<file path="config.mk">
export PLATFORM = sky130hd
export DESIGN_NAME = pc_seq
export DESIGN_NICKNAME = d
export VERILOG_FILES = /design/src/rtl/pc_seq.sv
export SDC_FILE = /design/constraint.sdc
export NUM_CORES = 1
export LEC_CHECK = 0
export CORE_AREA = 2 2 54 56
export DETAILED_ROUTE_END_ITERATION = 8
export DIE_AREA = 0 0 56 58
export HOLD_SLACK_MARGIN = 0.06
export PLACE_DENSITY = 0.88
export RECOVER_POWER = 25
export SYNTH_ARGS = -nofsm -noshare
export SYNTH_HDL_FRONTEND = slang
export SYNTH_SLANG_ARGS = --single-unit
</file>
<file path="constraint.sdc">
create_clock -name clk -period 1.65 [get_ports clk]
set_clock_uncertainty 0.1 [all_clocks]
set_input_delay 0.33 -clock clk [delete_from_list [all_inputs] [get_ports clk]]
set_output_delay 0.33 -clock clk [all_outputs]
set_load 0.05 [all_outputs]
</file>
<file path="src/rtl/pc_seq.sv">
// Fetch-stage program counter with stall, start/jump loads and an optional
// circular return-address stack (compile with PC_RAS_EN to build the stack).
module pc_seq #(
  parameter int ADDR_W    = 11,
  parameter int STEP      = 1,
  parameter int RESET_PC  = 0,
  parameter int RAS_DEPTH = 4
) (
  input  logic                           clk,
  input  logic                           rst,
  input  logic                           en,
  input  logic [2:0]                     sel_pc,
  input  logic [ADDR_W-1:0]              start_pc,
  input  logic [ADDR_W-1:0]              dp_pc,
  output logic [ADDR_W-1:0]              pc_out,
  output logic [$clog2(RAS_DEPTH+1)-1:0] ras_depth,
  output logic                           ras_empty,
  output logic                           ras_full,
  output logic                           ras_err
);

  localparam int DW = $clog2(RAS_DEPTH+1);

  localparam logic [2:0] SEL_INC   = 3'b000;
  localparam logic [2:0] SEL_START = 3'b001;
  localparam logic [2:0] SEL_JUMP  = 3'b011;
  localparam logic [2:0] SEL_CALL  = 3'b100;
  localparam logic [2:0] SEL_RET   = 3'b101;

  logic [ADDR_W-1:0] pc;
  logic [ADDR_W-1:0] pc_nxt;
  logic [ADDR_W-1:0] pc_inc;

  // Wraps modulo 2^ADDR_W; the same wrapped value is what a call pushes.
  assign pc_inc = pc + ADDR_W'(STEP);

`ifdef PC_RAS_EN
  localparam int PW = $clog2(RAS_DEPTH);

  logic [ADDR_W-1:0] ras_mem [RAS_DEPTH];
  logic [PW-1:0]     top_ptr;
  logic [PW-1:0]     top_nxt;
  logic [PW-1:0]     push_ptr;
  logic [PW-1:0]     pop_ptr;
  logic [DW-1:0]     depth_q;
  logic [DW-1:0]     depth_nxt;
  logic              err_q;
  logic              err_nxt;
  logic              push;

  // top_ptr names the most recent entry; when full, push_ptr lands on the oldest.
  assign push_ptr = (top_ptr == PW'(RAS_DEPTH-1)) ? '0 : top_ptr + PW'(1);
  assign pop_ptr  = (top_ptr == '0) ? PW'(RAS_DEPTH-1) : top_ptr - PW'(1);

  always_comb begin
    pc_nxt    = pc;
    top_nxt   = top_ptr;
    depth_nxt = depth_q;
    err_nxt   = err_q;
    push      = 1'b0;
    if (sel_pc == SEL_START) begin
      pc_nxt    = start_pc;
      top_nxt   = '0;
      depth_nxt = '0;
      err_nxt   = 1'b0;
    end else if (en) begin
      case (sel_pc)
        SEL_INC:  pc_nxt = pc_inc;
        SEL_JUMP: pc_nxt = dp_pc;
        SEL_CALL: begin
          push    = 1'b1;
          pc_nxt  = dp_pc;
          top_nxt = push_ptr;
          if (depth_q != DW'(RAS_DEPTH)) depth_nxt = depth_q + DW'(1);
        end
        SEL_RET: begin
          if (depth_q == '0) begin
            err_nxt = 1'b1;
          end else begin
            pc_nxt    = ras_mem[top_ptr];
            top_nxt   = pop_ptr;
            depth_nxt = depth_q - DW'(1);
          end
        end
        default: ;
      endcase
    end
  end

  always_ff @(posedge clk or posedge rst) begin
    if (rst) begin
      top_ptr <= '0;
      depth_q <= '0;
      err_q   <= 1'b0;
    end else begin
      top_ptr <= top_nxt;
      depth_q <= depth_nxt;
      err_q   <= err_nxt;
    end
  end

  // Stack contents need no reset; occupancy is tracked by depth_q alone.
  always_ff @(posedge clk) begin
    if (push) ras_mem[push_ptr] <= pc_inc;
  end

  assign ras_depth = depth_q;
  assign ras_empty = (depth_q == '0);
  assign ras_full  = (depth_q == DW'(RAS_DEPTH));
  assign ras_err   = err_q;
`else
  always_comb begin
    pc_nxt = pc;
    if (sel_pc == SEL_START) begin
      pc_nxt = start_pc;
    end else if (en) begin
      case (sel_pc)
        SEL_INC:  pc_nxt = pc_inc;
        SEL_JUMP: pc_nxt = dp_pc;
        SEL_CALL: pc_nxt = dp_pc;
        SEL_RET:  pc_nxt = pc_inc;
        default:  ;
      endcase
    end
  end

  assign ras_depth = '0;
  assign ras_empty = 1'b1;
  assign ras_full  = 1'b0;
  assign ras_err   = 1'b0;
`endif

  always_ff @(posedge clk or posedge rst) begin
    if (rst) pc <= ADDR_W'(RESET_PC);
    else     pc <= pc_nxt;
  end

  assign pc_out = pc;

endmodule

</file>
==> flow_metrics.tcl <==
set metrics [dict create \
    antenna_found_initial 0 \
    endpoint_kind "flop" \
    post-synth-top-area-cell "dfrtp_1" \
    slew_violations 0 \
    clk_pin_slew_ns 0.07 \
    layout-drive-gt1-share 0.2873 \
    ys_seq_area_frac 0.2576 \
    busiest_layer "met2" \
    netlist_area_mm2 0.001069 \
    dp_hpwl_mm 2.642 \
    drt_pass1_iterations 4 \
    min_path_type "primary input to async pin" \
    critPathMaxFanout 5 \
    period_needed_ns 1.601 \
    startpoint "en" \
    die_w_um 56 \
    r2r-start "pc_out[2]" \
    use_met2 0.4151 \
    grt_pass1_wl_mm 5.478 \
    vias 1252 \
    required_ns 1.72 \
    largest_register_ffs 11 \
    power.density_mw_per_mm2 885.3 \
    totalPowerFinal_w 0.001509 \
    placedCellCount 208 \
    cts_root_buf "clkbuf_4" \
    post-route-period-util 0.9701 \
    fill_cells 221 \
    clk_path_buf_depth 2 \
    fin_nets 211 \
    drtAntennaViolNets 0 \
    htreeDepth 1 \
    initial_core_util 0.4013 \
    syn_area_per_cell_um2 8.283 \
    cp-start-kind "primary input" \
    synth_top_area_frac 0.2576 \
    yosys_warnings 0 \
    finalHoldViolations 0 \
    numPortBuffers 38 \
    ys_ff_latch 11 \
    first_iter_violations 46 \
    post_drt_via_cell_ratio 5.906 \
    cts_setup_buffers 0 \
    max_cap_viol_count 0 \
    fmax_mhz 624.7 \
    grt_use_total 0.2148 \
    arrival_ns 1.67 \
    finalNonFillerCells 212 \
    finalSetupViolCount 0 \
    rsz0062_at_grt "no" \
    wl_per_cell_um 15.86 \
    grt_pass1_vias 1237 \
    routed_wl_mm 3.362 \
    r2r_cells 4 \
    ys_types 40 \
    yosys-top-cells-area "dfrtp_1 26%, a22oi_1 6.3%, o21ai_0 5.2%" \
    syn2layout_area_growth_pct 59.48 \
    clk_latency_ns 0.27 \
    dieArea_mm2 0.003248 \
    overflow 0 \
    met1_usage 0.2270 \
    die_h_um 58 \
    cts_sinks 11 \
    vdd.ir_drop.worst_mv 0.5684 \
    cts_tree "yes" \
    place_congestion 0.9368 \
    num_io_pins 45 \
    grt_max_degree 12 \
    core_area_mm2 0.002663 \
    n_antenna_cell 0 \
    grt_use_met3 0.02679 \
    cts_buffers 3 \
    status "complete, no violations" \
    critPathKind "primary input to flop" \
    drc 0 \
    leakagePower_nw 0.7276 \
    num_rows 19 \
    syn_inst 129 \
]
==> report_power, final <==
group / total (W) / internal [W] / switching (W)
clock: 0.000193 / 0.0000938 / 0.0000994
sequential: 0.000439 / 0.000328 / 0.000111
combinational: 0.000877 / 0.000421 / 0.000456
total: 0.00151 / 0.000842 / 0.000667
==> layout make-up <==
class / instances / area, um2 / share of cell area
Inverter: 5 / 18.77 / 0.01101
Timing Repair Buffer: 56 / 625.6 / 0.3671
Clock buffer: 4 / 26.28 / 0.01542
Sequential cell: 11 / 282.8 / 0.1659
Multi-Input combinational cell: 105 / 711.9 / 0.4178
Tap cell: 31 / 38.79 / 0.02276
==> per-stage QoR <==
stage                     instance area (um2)  hold WS [ns]  setup slack, ns    util  setup TNS [ns]
after floorplan                          1091       0.08203          0.04934       -               0
after global placement                   1659        0.4876          -0.2993  0.6231          -2.723
after detailed placement                 1659        0.4947          -0.3773  0.6231          -3.685
after CTS                                1690        0.2647          0.02971  0.6349               0
after global routing                     1704        0.4134          0.01043  0.6400               0
final                                    1704        0.3874          0.04935  0.6400               0
==> synth_stat cells <==
cell      number
nor3_1         6
a21oi_1        4
a31oi_1        2
inv_1          5
nand3_1        4
nand2_1        6
a311o_1        1
o31a_1         4
nor2b_4        2
buf_4          7
nor2_1         4
nor2b_1        3
nand4_1        1
o311ai_1       1
buf_6          3
ha_1           1
nor3_2         1
o31ai_2        1
nand4b_1       1
o21ai_1        7
nand3_2        1
xnor2_1        2
nor3b_4        1
nand4_2        1
nand2b_1       4
a22oi_1        9
a22o_1         1
dfrtp_1       11
a21oi_2        1
or2_2          1
a21o_1         2
nor4_1         4
o22ai_1        2
and3_1         6
conb_1         2
xnor2_2        1
o21ai_0       11
o221ai_1       1
buf_2          2
mux2i_1        2
==> cells in the final DEF (no fill, tap or decap), types with 5 or more instances in the layout <==
cell,instances
buf_12,11
dfrtp_2,6
o21ai_1,7
nand2_1,6
dfrtp_1,5
o21ai_0,11
clkdlybuf4s50_1,23
buf_4,17
conb_1,6
and3_1,6
inv_1,5
a22oi_1,9
==> cells by family (layout without fill, tap and decap cells) <==
kind of cell,count (synthesis),count (layout),synth area share
compound gates,47,47,0.2904
xor+xnor,3,3,0.03162
fa+ha+maj,1,1,0.01171
buf+inv,17,65,0.1077
flops,11,11,0.2576
mux,2,2,0.01874
other cells,2,6,0.007028
simple gates,46,46,0.2752
==> worst max-delay path, stage by stage <==
cell and delay [ns]:
clkdlybuf4s50_1 0.44, buf_4 0.17, nor2b_1 0.15, o21ai_1 0.11
a311o_1 0.29, a22o_1 0.18
==> final timing paths <==
check	slack, ns	end
setup / recovery	0.05	pc_out[5]
hold / removal	0.39	pc_out[6]
setup reg to reg	0.11	pc_out[5]
hold reg to reg	0.51	pc_out[5]
max in group asynchronous	0.74	pc_out[0]
min in group clk	0.51	pc_out[5]
==> metal layers <==
layer | part of all wire | wire length, um
met3 | 0.066 | 221
met2 | 0.55 | 1837
met4 | 0.028 | 95
met1 | 0.36 | 1207
met5 | 0 | 0
==> repair_timing <==
item,CTS,global route
endpoints found under the setup margin,9,4
gates resized for setup,5,3
hold buffers,0,0
Power figures use the tool's default switching activity.
